### config.mk
export PLATFORM = sky130hd
export DESIGN_NAME = mc_control_fsm_flat
export DESIGN_NICKNAME = d
export VERILOG_FILES = /design/src/rtl/mc_control_fsm_if.sv /design/src/rtl/mc_control_fsm.sv /design/src/flat_wrapper.sv
export SDC_FILE = /design/constraint.sdc
export NUM_CORES = 1
export LEC_CHECK = 0
export BUFFER_PORTS_ARGS = -buffer_cell sky130_fd_sc_hd__clkbuf_2
export CAP_MARGIN = 25
export CELL_PAD_IN_SITES_DETAIL_PLACEMENT = 1
export CELL_PAD_IN_SITES_GLOBAL_PLACEMENT = 2
export CORE_ASPECT_RATIO = 0.7
export CORE_MARGIN = 2
export CORE_UTILIZATION = 31
export CTS_BUF_LIST = sky130_fd_sc_hd__clkbuf_8
export CTS_CLUSTER_SIZE = 40
export DETAILED_ROUTE_END_ITERATION = 16
export PLACE_DENSITY = 0.81
export SYNTH_ARGS = -nofsm -noshare
export SYNTH_HDL_FRONTEND = slang
export SYNTH_SLANG_ARGS = --single-unit
### constraint.sdc
create_clock -name clk -period 2.8 [get_ports clk]
set_clock_uncertainty 0.15 [all_clocks]
set_input_delay 0.14 -clock clk [delete_from_list [all_inputs] [get_ports clk]]
set_output_delay 0.14 -clock clk [all_outputs]
set_load 0.01 [all_outputs]
### src/rtl/mc_control_fsm_if.sv
// Control bundle between the multi-cycle sequencer and the processor datapath.
// Latency: n/a (wires only).
// Backpressure: data memory stalls the sequencer by holding mem_ack low.
//
// Ports / signals:
//   instr        instruction word at the current PC (datapath -> sequencer)
//   eq           readData1 == readData2 from the register file
//   mem_ack      data memory has completed the request
//   ir_write, pc_write, pc_src, reg_write, reg_dst, wb_src, alu_sel,
//   alu_src_imm, imm_zext, mem_req, mem_we, halted, illegal, retired
//                control strobes and status (sequencer -> datapath)
// master = sequencer side, slave = datapath side.
interface mc_control_fsm_if #(
  parameter int RETIRE_W = 32
);
  logic [31:0]         instr;
  logic                eq;
  logic                mem_ack;
  logic                ir_write;
  logic                pc_write;
  logic [1:0]          pc_src;
  logic                reg_write;
  logic [1:0]          reg_dst;
  logic [1:0]          wb_src;
  logic [2:0]          alu_sel;
  logic                alu_src_imm;
  logic                imm_zext;
  logic                mem_req;
  logic                mem_we;
  logic                halted;
  logic                illegal;
  logic [RETIRE_W-1:0] retired;

  modport master (
    input  instr, eq, mem_ack,
    output ir_write, pc_write, pc_src, reg_write, reg_dst, wb_src, alu_sel,
           alu_src_imm, imm_zext, mem_req, mem_we, halted, illegal, retired
  );

  modport slave (
    output instr, eq, mem_ack,
    input  ir_write, pc_write, pc_src, reg_write, reg_dst, wb_src, alu_sel,
           alu_src_imm, imm_zext, mem_req, mem_we, halted, illegal, retired
  );
endinterface

### src/rtl/mc_control_fsm.sv
// Multi-cycle control sequencer: FETCH/DECODE/EXEC/MEM/WB/HALT, Moore strobes.
// Latency: J/JAL/JR/illegal 2, branches 3, ALU ops 4, SW 4+w, LW 5+w cycles.
// Backpressure: MEM holds with mem_req high until mem_ack is sampled high.
//
// Ports:
//   clk  - single clock, posedge
//   rst  - asynchronous active-high reset; forces every output to 0 while high
//   bus  - mc_control_fsm_if.master: instr/eq/mem_ack in, control strobes out
module mc_control_fsm #(
  parameter int RETIRE_W = 32
) (
  input  logic              clk,
  input  logic              rst,
  mc_control_fsm_if.master  bus
);

  typedef enum logic [2:0] {
    S_FETCH  = 3'd0,
    S_DECODE = 3'd1,
    S_EXEC   = 3'd2,
    S_MEM    = 3'd3,
    S_WB     = 3'd4,
    S_HALT   = 3'd5
  } state_t;

  localparam logic [5:0] OP_RTYPE = 6'd0;
  localparam logic [5:0] OP_J     = 6'd2;
  localparam logic [5:0] OP_JAL   = 6'd3;
  localparam logic [5:0] OP_BEQ   = 6'd4;
  localparam logic [5:0] OP_BNE   = 6'd5;
  localparam logic [5:0] OP_ADDI  = 6'd8;
  localparam logic [5:0] OP_ORI   = 6'd13;
  localparam logic [5:0] OP_LW    = 6'd35;
  localparam logic [5:0] OP_ANDI  = 6'd36;
  localparam logic [5:0] OP_SW    = 6'd43;
  localparam logic [5:0] OP_HALT  = 6'd63;
  localparam logic [5:0] FN_JR    = 6'd8;

  state_t              state_q, state_d;
  logic [5:0]          op_q, op_d;
  logic [5:0]          funct_q, funct_d;
  logic [RETIRE_W-1:0] retired_q, retired_d;

  // Only opcode and funct are needed here; the rest of the word feeds the datapath.
  logic unused_instr_bits;
  assign unused_instr_bits = &{1'b0, bus.instr[25:6]};

  // R-type funct -> ALU operation
  logic       r_ok;
  logic [2:0] r_alu;
  always_comb begin
    r_ok  = 1'b1;
    r_alu = 3'b000;
    case (funct_q)
      6'd32:   r_alu = 3'b000;
      6'd24:   r_alu = 3'b001;
      6'd36:   r_alu = 3'b010;
      6'd37:   r_alu = 3'b011;
      6'd42:   r_alu = 3'b100;
      6'd39:   r_alu = 3'b101;
      6'd0:    r_alu = 3'b110;
      6'd2:    r_alu = 3'b111;
      default: r_ok  = 1'b0;
    endcase
  end

  logic is_r, is_jr, is_itype, is_mem, is_br, is_legal;
  assign is_r     = (op_q == OP_RTYPE) && r_ok;
  assign is_jr    = (op_q == OP_RTYPE) && (funct_q == FN_JR);
  assign is_itype = (op_q == OP_ADDI) || (op_q == OP_ANDI) || (op_q == OP_ORI);
  assign is_mem   = (op_q == OP_LW) || (op_q == OP_SW);
  assign is_br    = (op_q == OP_BEQ) || (op_q == OP_BNE);
  assign is_legal = is_r || is_jr || is_itype || is_mem || is_br ||
                    (op_q == OP_J) || (op_q == OP_JAL) || (op_q == OP_HALT);

  logic       ir_write, pc_write, reg_write, alu_src_imm, imm_zext;
  logic       mem_req, mem_we, halted, illegal, retire;
  logic [1:0] pc_src, reg_dst, wb_src;
  logic [2:0] alu_sel;

  always_comb begin
    state_d     = state_q;
    op_d        = op_q;
    funct_d     = funct_q;
    retire      = 1'b0;
    ir_write    = 1'b0;
    pc_write    = 1'b0;
    pc_src      = 2'b00;
    reg_write   = 1'b0;
    reg_dst     = 2'b00;
    wb_src      = 2'b00;
    alu_sel     = 3'b000;
    alu_src_imm = 1'b0;
    imm_zext    = 1'b0;
    mem_req     = 1'b0;
    mem_we      = 1'b0;
    halted      = 1'b0;
    illegal     = 1'b0;

    case (state_q)
      S_FETCH: begin
        ir_write = 1'b1;
        pc_write = 1'b1;
        op_d     = bus.instr[31:26];
        funct_d  = bus.instr[5:0];
        state_d  = S_DECODE;
      end

      S_DECODE: begin
        if (op_q == OP_HALT) begin
          state_d = S_HALT;
        end else if ((op_q == OP_J) || (op_q == OP_JAL)) begin
          pc_write = 1'b1;
          pc_src   = 2'b10;
          if (op_q == OP_JAL) begin
            // PC already advanced in FETCH, so the link value is PC+1.
            reg_write = 1'b1;
            reg_dst   = 2'b10;
            wb_src    = 2'b10;
          end
          retire  = 1'b1;
          state_d = S_FETCH;
        end else if (is_jr) begin
          pc_write = 1'b1;
          pc_src   = 2'b11;
          retire   = 1'b1;
          state_d  = S_FETCH;
        end else if (!is_legal) begin
          // Undefined encodings retire as a NOP with a one-cycle flag.
          illegal = 1'b1;
          retire  = 1'b1;
          state_d = S_FETCH;
        end else begin
          state_d = S_EXEC;
        end
      end

      S_EXEC: begin
        if (is_r) begin
          alu_sel = r_alu;
          state_d = S_WB;
        end else if (is_itype) begin
          alu_src_imm = 1'b1;
          imm_zext    = (op_q == OP_ANDI) || (op_q == OP_ORI);
          state_d     = S_WB;
        end else if (is_mem) begin
          alu_src_imm = 1'b1;
          state_d     = S_MEM;
        end else if (is_br) begin
          pc_src   = 2'b01;
          pc_write = (op_q == OP_BEQ) ? bus.eq : !bus.eq;
          retire   = 1'b1;
          state_d  = S_FETCH;
        end else begin
          state_d = S_FETCH;
        end
      end

      S_MEM: begin
        // Keep the address operands selected for the whole wait.
        mem_req     = 1'b1;
        mem_we      = (op_q == OP_SW);
        alu_src_imm = 1'b1;
        if (bus.mem_ack) begin
          if (op_q == OP_SW) begin
            retire  = 1'b1;
            state_d = S_FETCH;
          end else begin
            state_d = S_WB;
          end
        end
      end

      S_WB: begin
        reg_write = 1'b1;
        if (is_r) begin
          reg_dst = 2'b01;
        end else if (op_q == OP_LW) begin
          wb_src = 2'b01;
        end
        retire  = 1'b1;
        state_d = S_FETCH;
      end

      S_HALT: begin
        halted = 1'b1;
      end

      default: state_d = S_FETCH;
    endcase
  end

  assign retired_d = retire ? (retired_q + RETIRE_W'(1)) : retired_q;

  always_ff @(posedge clk or posedge rst) begin
    if (rst) begin
      state_q   <= S_FETCH;
      op_q      <= 6'd0;
      funct_q   <= 6'd0;
      retired_q <= '0;
    end else begin
      state_q   <= state_d;
      op_q      <= op_d;
      funct_q   <= funct_d;
      retired_q <= retired_d;
    end
  end

  // Outputs are forced low during reset even though state only moves on the
  // async edge, so an in-flight memory request drops in the same cycle.
  assign bus.ir_write    = ir_write & ~rst;
  assign bus.pc_write    = pc_write & ~rst;
  assign bus.pc_src      = rst ? 2'b00 : pc_src;
  assign bus.reg_write   = reg_write & ~rst;
  assign bus.reg_dst     = rst ? 2'b00 : reg_dst;
  assign bus.wb_src      = rst ? 2'b00 : wb_src;
  assign bus.alu_sel     = rst ? 3'b000 : alu_sel;
  assign bus.alu_src_imm = alu_src_imm & ~rst;
  assign bus.imm_zext    = imm_zext & ~rst;
  assign bus.mem_req     = mem_req & ~rst;
  assign bus.mem_we      = mem_we & ~rst;
  assign bus.halted      = halted & ~rst;
  assign bus.illegal     = illegal & ~rst;
  assign bus.retired     = rst ? '0 : retired_q;

endmodule

### src/flat_wrapper.sv
// flat-port wrapper written by rule: the top's interface ports become plain ports
module mc_control_fsm_flat 
#(
  parameter int RETIRE_W = 32
)
  (clk, rst, bus_instr, bus_eq, bus_mem_ack, bus_ir_write, bus_pc_write, bus_pc_src, bus_reg_write, bus_reg_dst, bus_wb_src, bus_alu_sel, bus_alu_src_imm, bus_imm_zext, bus_mem_req, bus_mem_we, bus_halted, bus_illegal, bus_retired);
  mc_control_fsm_if #(.RETIRE_W(RETIRE_W)) bus_i ();
  input  logic clk;
  input  logic rst;
  input wire logic [$bits(bus_i.instr)-1:0] bus_instr;
  input wire logic [$bits(bus_i.eq)-1:0] bus_eq;
  input wire logic [$bits(bus_i.mem_ack)-1:0] bus_mem_ack;
  output wire logic [$bits(bus_i.ir_write)-1:0] bus_ir_write;
  output wire logic [$bits(bus_i.pc_write)-1:0] bus_pc_write;
  output wire logic [$bits(bus_i.pc_src)-1:0] bus_pc_src;
  output wire logic [$bits(bus_i.reg_write)-1:0] bus_reg_write;
  output wire logic [$bits(bus_i.reg_dst)-1:0] bus_reg_dst;
  output wire logic [$bits(bus_i.wb_src)-1:0] bus_wb_src;
  output wire logic [$bits(bus_i.alu_sel)-1:0] bus_alu_sel;
  output wire logic [$bits(bus_i.alu_src_imm)-1:0] bus_alu_src_imm;
  output wire logic [$bits(bus_i.imm_zext)-1:0] bus_imm_zext;
  output wire logic [$bits(bus_i.mem_req)-1:0] bus_mem_req;
  output wire logic [$bits(bus_i.mem_we)-1:0] bus_mem_we;
  output wire logic [$bits(bus_i.halted)-1:0] bus_halted;
  output wire logic [$bits(bus_i.illegal)-1:0] bus_illegal;
  output wire logic [$bits(bus_i.retired)-1:0] bus_retired;
  assign bus_i.instr = bus_instr;
  assign bus_i.eq = bus_eq;
  assign bus_i.mem_ack = bus_mem_ack;
  assign bus_ir_write = bus_i.ir_write;
  assign bus_pc_write = bus_i.pc_write;
  assign bus_pc_src = bus_i.pc_src;
  assign bus_reg_write = bus_i.reg_write;
  assign bus_reg_dst = bus_i.reg_dst;
  assign bus_wb_src = bus_i.wb_src;
  assign bus_alu_sel = bus_i.alu_sel;
  assign bus_alu_src_imm = bus_i.alu_src_imm;
  assign bus_imm_zext = bus_i.imm_zext;
  assign bus_mem_req = bus_i.mem_req;
  assign bus_mem_we = bus_i.mem_we;
  assign bus_halted = bus_i.halted;
  assign bus_illegal = bus_i.illegal;
  assign bus_retired = bus_i.retired;
  mc_control_fsm #(.RETIRE_W(RETIRE_W)) u_core (.clk(clk), .rst(rst), .bus(bus_i));
endmodule
==> metrics.md, run 1 <==
| Metric | Value |
|---|---|
| Outcome | finished clean |
| Syn Area/Cell | 8.949 um2 |
| CTS tree | yes |
| Top Family by Delay on Critical Path | compound AO/OA/AOI/OAI gates |
| Die Y | 85.42 um |
| Int Power | 1.822 mW |
| Final worst-path cycle share | between 90 and 100% |
| Net switching power | 1.352 mW |
| DRC Markers | 0 |
| Syn nets | 365 |
| Total track usage | 16.96% |
| H-Tree Depth | 2 |
| Syn Std Cell Area | ~3000 um2 |
| Hpwl dp | between 6 and 7 mm |
| Power Density | 852.8 nW/um2 |
| WL per Instance | 15.52 um |
| Seq/Total Area, Yosys | between 40% and 50% |
| Hold depth | 3 |
| Most common cell after layout, fill and taps aside | clkbuf_2 |
| Pre-CTS WS | 0.1726 ns |
| P&R area growth vs syn | 26.81% |
| Commonest non-fill, non-tap cells in the layout | 65 x clkbuf_2, 47 x dfrtp_1, 34 x nor2b_1 |
| Crit path max fanout | 32 |
| Top FF cell, synth | dfrtp_1 |
| Drt first pass iters | 4 |
| CTS Sinks | 47 |
| Maximum VDD drop | 487.3 uV |
| Clock transition at path regs | about 0.10 ns |
| N_diodes | 0 |
| Die W | 120.3 um |
| Routed wire length | 8.270 mm |
| WP depth | 6 |
| Worst Hold Margin | 0.08146 ns |
| Critical path class | reg -> reg |
| Row count | 29 |
| Initial Utilization | 32.10% |
| Actual slew at the worst max-slew pin | 0.6347 ns |
| Crit path max-delay cell type | a2111oi_1 |
| Final net count | about 450 |
| Ys async rst share | 100.0% |
| Post-CTS Setup Bufs | 0 |
| Initial antenna violation count | 0 |
| Die Area | between 10,000 and 15,000 um2 |
| Crit start category | flop |
| Worst rel slew slack | 57.58% |
| Vias in the first global route | 2,729 |
| Crit end category | flop |
| Comb power frac | between 40% and 50% |
| Final hold vios | 0 |
| Clock share of power | roughly a fifth |
| Drt initial violations | 67 |
| Routed Antenna Nets | 0 |
| WP data required | 2.83 ns |
| Hold Path Class | in -> reg |
| Max Cap Viol | 0 |
| CP Cell Sequence | or2_1 > a2111oi_1 > o31ai_4 > a31oi_4 > buf_12 > mux2_1 |
| Fmax | 371.9 MHz |
| Layout cell share with drive strength beyond 1 | a little over a quarter |
| Synth cell types | 46 |
| Clock Path Buffers | 2 |
| Clock Latency Late Sink | 0.30 ns |
| Yosys reg bits | 47 |
| Port Buf Inserts | 65 |
| RePlAce Congestion | 0.8685 |
| Clock root buffer | clkbuf_8 |
| GRT overflow | 0 |
| YS warnings | 0 |
| Pin count of the biggest net entering global routing | 38 |
| P_leak | approximately 1.8 nW |
| Setup TNS | 0 ns |
| WP buf/inv | 1 |
| PnR worst setup slack | 0.1113 ns |
| First-pass GRT wire length | 13.99 mm |
| Critical path arrival | roughly 2.7 ns |
| Pins Over Slew Limit | 0 |
| Top-Level Pins | 86 |
| Core area | 9144 um2 |
| Cells after Synth | 328 |
| Overall via count from detail_route | 2,685 |
| Sw Share | 42.59% |
| Vias per cell | 5.038 |
| Sequential share of power | 34.7% |
| Reg2reg path depth | 6 |
| Final setup vio count | 0 |
| Total CTS buffers | 5 |
| Post-synth EDFFs | 0 |
| Tmin final | roughly 2.7 ns |
| Crit-path max cell delay | 0.64 ns |
## cell usage after synthesis (3+ instances only)
library cell / number / area share (%)
a21oi_1: 10 / 1.7
a31oi_1: 3 / 0.64
and3_1: 7 / 1.5
buf_2: 6 / 1.0
buf_4: 3 / 0.77
clkbuf_1: 10 / 1.3
dfrtp_1: 47 / 40
inv_1: 7 / 0.90
mux2_2: 8 / 3.1
nand2_1: 25 / 3.2
nand2b_1: 3 / 0.64
nand3_1: 20 / 3.4
nand4_1: 8 / 1.7
nor2_1: 32 / 4.1
nor2b_1: 34 / 7.2
nor3_1: 19 / 3.2
nor3b_1: 4 / 1.0
nor4_1: 4 / 0.85
nor4_2: 5 / 2.1
nor4b_1: 3 / 0.90
o21ai_0: 8 / 1.4
or3_1: 3 / 0.64
xnor2_1: 3 / 0.90
xor2_1: 29 / 8.7
## through the flow
step                      area (um2)  cells  utilization (%)  total power [mW]
after floorplan                 2935    328                -             2.086
after global placement          3445    512            37.67             2.502
after detailed placement        3445    512            37.67             2.559
after CTS                       3707    533            40.54             3.188
after global routing            3722    533            40.71             3.423
final                           3722    533            40.71             3.174
## state kept, by name, summed over array words and instances, names as in the netlist
signal            cells
u_core.funct_q        6
u_core.op_q           6
u_core.state_q        3
u_core.retired_q     32
## final cells by class
cell class	instances	area (um2)
clock inverter	3	63.81
inverter	7	26.28
timing repair buffer	93	580.6
clock buffer	5	68.82
sequential	47	1176
tap	124	155.1
multi-input combinational	254	1652
fill	1107	5421
## power groups by stage
stage / registers [mW] / logic (mW) / clock network [mW]
6_report: 1.10 / 1.47 / 0.598
5_1_grt: 1.14 / 1.63 / 0.655
4_1_cts: 1.09 / 1.47 / 0.624
3_5_place_dp: 1.10 / 1.45 / 0
3_3_place_gp: 1.09 / 1.41 / 0
2_1_floorplan: 0.984 / 1.10 / 0
## path summary, 6_finish.rpt
| check | from | end | slack (ns) |
|---|---|---|---|
| worst min register to register | u_core.retired_q[31] | u_core.retired_q[31] | 0.34 |
| worst min-delay path | bus_mem_ack | u_core.state_q[0] | 0.08 |
| min in group asynchronous | rst | u_core.op_q[0] | 0.51 |
| max in group asynchronous | rst | u_core.retired_q[15] | 1.23 |
| worst max-delay path | u_core.funct_q[3] | u_core.retired_q[1] | 0.11 |
| worst max register to register | u_core.funct_q[3] | u_core.retired_q[1] | 0.11 |
## tightest hold or removal path, stage by stage
cell and delay [ns]:
clkbuf_2 0.10, nor2_1 0.13, a211o_1 0.14
## metal layers
metal | GRT usage (%) | vias up | part of all wire [%]
li1 | - | 1300 | -
met1 | 25.16 | 1338 | 51
met2 | 26.14 | 41 | 45
met3 | 2.419 | 6 | 3.0
met4 | 3.911 | 0 | 0.89
met5 | 0 | - | 0
## cells by family (layout without fill, tap and decap cells)
group / Yosys count / after routing / synth area share [%]
AOI/OAI and AO/OA: 33 / 33 / 8.056
adders and majority gates: 1 / 1 / 0.4262
buffers and inverters: 27 / 108 / 4.348
muxes: 9 / 9 / 3.453
DFF: 47 / 47 / 40.07
xor gates and xnor gates: 32 / 32 / 9.548
and+or+nand+nor: 179 / 179 / 34.10
## repair_timing
item	CTS	global route
endpoints found under the hold margin	24	0
gates resized for setup	0	2
hold buffers	13	0
setup endpoints to repair	0	1
Power figures use the tool's default switching activity.
==> inputs of run 2 (changes only) <==
--- a/config.mk
+++ b/config.mk
@@ -15,7 +15,7 @@
 export CTS_BUF_LIST = sky130_fd_sc_hd__clkbuf_8
 export CTS_CLUSTER_SIZE = 40
 export DETAILED_ROUTE_END_ITERATION = 16
-export PLACE_DENSITY = 0.81
+export PLACE_DENSITY = 0.78
 export SYNTH_ARGS = -nofsm -noshare
 export SYNTH_HDL_FRONTEND = slang
 export SYNTH_SLANG_ARGS = --single-unit
==> run 2 against run 1 <==
  * Routed wire length fell by 0.21%
  * Flip-flop and latch count did not move
  * Sequential power barely moved
  * Clock-buffer cell count rose by 1
  * Largest power group unchanged
  * Highest routed layer unchanged
==> metrics.md, run 2 (synthesis results as in run 1) <==
| Metric | Value |
|---|---|
| Top Registers | u_core.retired_q x32, u_core.funct_q x6, u_core.op_q x6 (unchanged) |
| CP Cell Sequence | or4_1 > nor3_2 > o31ai_4 > a31oi_4 > buf_12 > mux2_1 (was or2_1 > a2111oi_1 > o31ai_4 > a31oi_4 > buf_12 > mux2_1) |
| Total CTS buffers | 5 (unchanged) |
| Biggest register | u_core.retired_q (unchanged) |
| GRT overflow | 0 (unchanged) |
| Initial antenna violation count | 0 (unchanged) |
| Seq. cell area | 1176 um2 (unchanged) |
| Reg-to-Reg Start | u_core.op_q[3] (was u_core.funct_q[3]) |
| Port Buf Inserts | 65 (unchanged) |
| Die Area | 10,280 um2 (unchanged) |
| R2R Path End | u_core.retired_q[1] (unchanged) |
| Critical path class | reg -> reg (unchanged) |
| Post-CTS Setup Bufs | 0 (unchanged) |
| Drt initial violations | 72 (was 67) |
| Crit start category | flop (unchanged) |
| Overall via count from detail_route | 2,656 (was 2,685) |
| Die W | 120.3 um (unchanged) |
| Clock share of power | 17.2% (was 18.8%) |
| Max reg flops | 32 (unchanged) |
| Layout filler cell count | 1,110 (was 1,107) |
| Clock Path Buffers | 2 (unchanged) |
| Final hold vios | 0 (unchanged) |
| Worst rel slew slack | 58.80% (was 57.58%) |
| Hold Path Class | in -> reg (unchanged) |
| Drt first pass iters | 4 (unchanged) |
| CTS tree | yes (unchanged) |
| Clock root buffer | clkbuf_8 (unchanged) |
| RePlAce Congestion | 0.8618 (was 0.8685) |
| WL per Instance | 15.46 um (was 15.52 um) |
| Row count | 29 (unchanged) |
| Vias in the first global route | 2,667 (was 2,729) |
| Final Total Pwr | 3.119 mW (was 3.174 mW) |
| Top-Level Pins | 86 (unchanged) |
| Sw Share | 43.30% (was 42.59%) |
| Crit end category | flop (unchanged) |
| Outcome | finished clean (unchanged) |
| Routed wire length | 8.253 mm (was 8.270 mm) |
| WP depth | 6 (unchanged) |
| WP buf/inv | 1 (unchanged) |
| Actual slew at the worst max-slew pin | 0.6165 ns (was 0.6347 ns) |
| Pins Over Slew Limit | 0 (unchanged) |
| Crit path max fanout | 32 (unchanged) |
| Most common cell after layout, fill and taps aside | clkbuf_2 (unchanged) |
| Comb power frac | 47.6% (was 46.4%) |
| Final setup vio count | 0 (unchanged) |
| Crit. Startpoint | u_core.op_q[3] (was u_core.funct_q[3]) |
| Die Y | 85.42 um (unchanged) |
| H-Tree Depth | 2 (unchanged) |
| Clock transition at path regs | 0.10 ns (about the same) |
| Pin count of the biggest net entering global routing | 38 (unchanged) |
| RSZ-0062 raised after global routing | no |
| Vias per cell | 4.974 (was 5.038) |
| WP data required | 2.84 ns (was 2.83 ns) |
| Multi-input gate area | 1652 um2 (unchanged) |
| Top Family by Delay on Critical Path | simple AND/OR/NAND/NOR gates (was compound AO/OA/AOI/OAI gates) |
| Routed Antenna Nets | 0 (unchanged) |
| Hpwl dp | 6.143 mm (was 6.150 mm) |
| Tmin final | 2.649 ns (was 2.689 ns) |
| Setup TNS | 0 ns (unchanged) |
| Setup crit end | u_core.retired_q[1] (unchanged) |
| Crit-path max cell delay | 0.61 ns (was 0.64 ns) |
| Initial Utilization | 32.10% (unchanged) |
| Commonest non-fill, non-tap cells in the layout | 65 x clkbuf_2, 47 x dfrtp_1, 34 x nor2b_1 (unchanged) |
| Fmax | 377.5 MHz (was 371.9 MHz) |
| DRC Markers | 0 (unchanged) |
| Clock Latency Late Sink | 0.31 ns (was 0.30 ns) |
| Critical path arrival | 2.69 ns (was 2.72 ns) |
| Net switching power | 1.351 mW (was 1.352 mW) |
| Sequential share of power | 35.2% (was 34.7%) |
| First-pass GRT wire length | 13.73 mm (was 13.99 mm) |
| Int Power | 1.768 mW (was 1.822 mW) |
| P_leak | 1.769 nW (was 1.772 nW) |
| Max Cap Viol | 0 (unchanged) |
| Reg2reg path depth | 6 (unchanged) |
| FF-to-FF setup slack | 0.15 ns (was 0.11 ns) |
| CTS Sinks | 47 (unchanged) |
| Final worst-path cycle share | 94.60% (was 96.03%) |
| Layout cell share with drive strength beyond 1 | 27.07% (was 26.41%) |
| N_diodes | 0 (unchanged) |
| Total track usage | 16.80% (was 16.96%) |
| Maximum VDD drop | 397.5 uV (was 487.3 uV) |
| Core area | 9144 um2 (unchanged) |
| Final net count | 446 (was 445) |
| Power Density | 839.7 nW/um2 (was 852.8 nW/um2) |
| P&R area growth vs syn | 26.56% (was 26.81%) |
| Crit path max-delay cell type | or4_1 (was a2111oi_1) |
run 2: worst reg2reg max path, delay by kind of cell, from the launching register on:
family / cells / cell delay [ns]
multiplexers: 1 / 0.34
AND/OR/NAND/NOR: 2 / 0.91
buffers and inverters: 1 / 0.22
flip-flops: 1 / 0.48
AO/OA/AOI/OAI: 2 / 0.43
run 2: repair_timing:
action                                  in CTS  in global routing
hold buffers                                13                  0
endpoints found under the setup margin       0                  2
hold endpoints to repair                    26                  0
gates resized for setup                      0                  2
run 2: power groups by stage:
stage / Combinational (mW) / Sequential [mW] / Clock (mW)
6_report: 1.49 / 1.10 / 0.536
5_1_grt: 1.65 / 1.13 / 0.576
4_1_cts: 1.49 / 1.09 / 0.560
3_5_place_dp: 1.47 / 1.11 / 0
3_3_place_gp: 1.43 / 1.09 / 0
2_1_floorplan: 1.10 / 0.984 / 0
run 2: worst min-delay path by stage:
stage | startpoint | end | slack [ns] | depth (start not counted)
after global placement | bus_instr[1] | u_core.funct_q[1] | 0.20 | 3
after detailed placement | bus_instr[26] | u_core.op_q[0] | 0.21 | 3
after global routing | bus_mem_ack | u_core.state_q[0] | 0.15 | 3
after floorplan | bus_instr[1] | u_core.funct_q[1] | 0.11 | 2
after CTS | bus_mem_ack | u_core.state_q[1] | 0.07 | 4
final | bus_mem_ack | u_core.state_q[1] | 0.08 | 4
run 2: final cells by class:
class	instances	share of cell area (%)
multi-input combinational	254	44.46
timing repair buffer	94	15.83
clock inverter	2	0.9431
tap	124	4.176
sequential	47	31.66
clock buffer	6	2.223
inverter	7	0.7073
run 2: per-stage QoR:
step / std cells / instance area, um2 / setup WS (ns) / utilization (%) / hold slack (ns)
final: 534 / 3715 / 0.1511 / 40.63 / 0.07894
after global placement: 513 / 3452 / 0.2166 / 37.75 / 0.1988
after global routing: 534 / 3715 / 0.01325 / 40.63 / 0.1490
after CTS: 534 / 3700 / 0.1013 / 40.46 / 0.06793
after floorplan: 328 / 2935 / 0.4298 / - / 0.1068
after detailed placement: 513 / 3452 / 0.1796 / 37.75 / 0.2072
run 2: metal layers:
| metal | vias up | GRT usage, % | part of all wire, % |
|---|---|---|---|
| li1 | 1299 | - | - |
| met1 | 1295 | 26.15 | 53 |
| met2 | 55 | 24.07 | 43 |
| met3 | 7 | 2.823 | 3.6 |
| met4 | 0 | 3.911 | 0.92 |
| met5 | - | 0 | 0 |
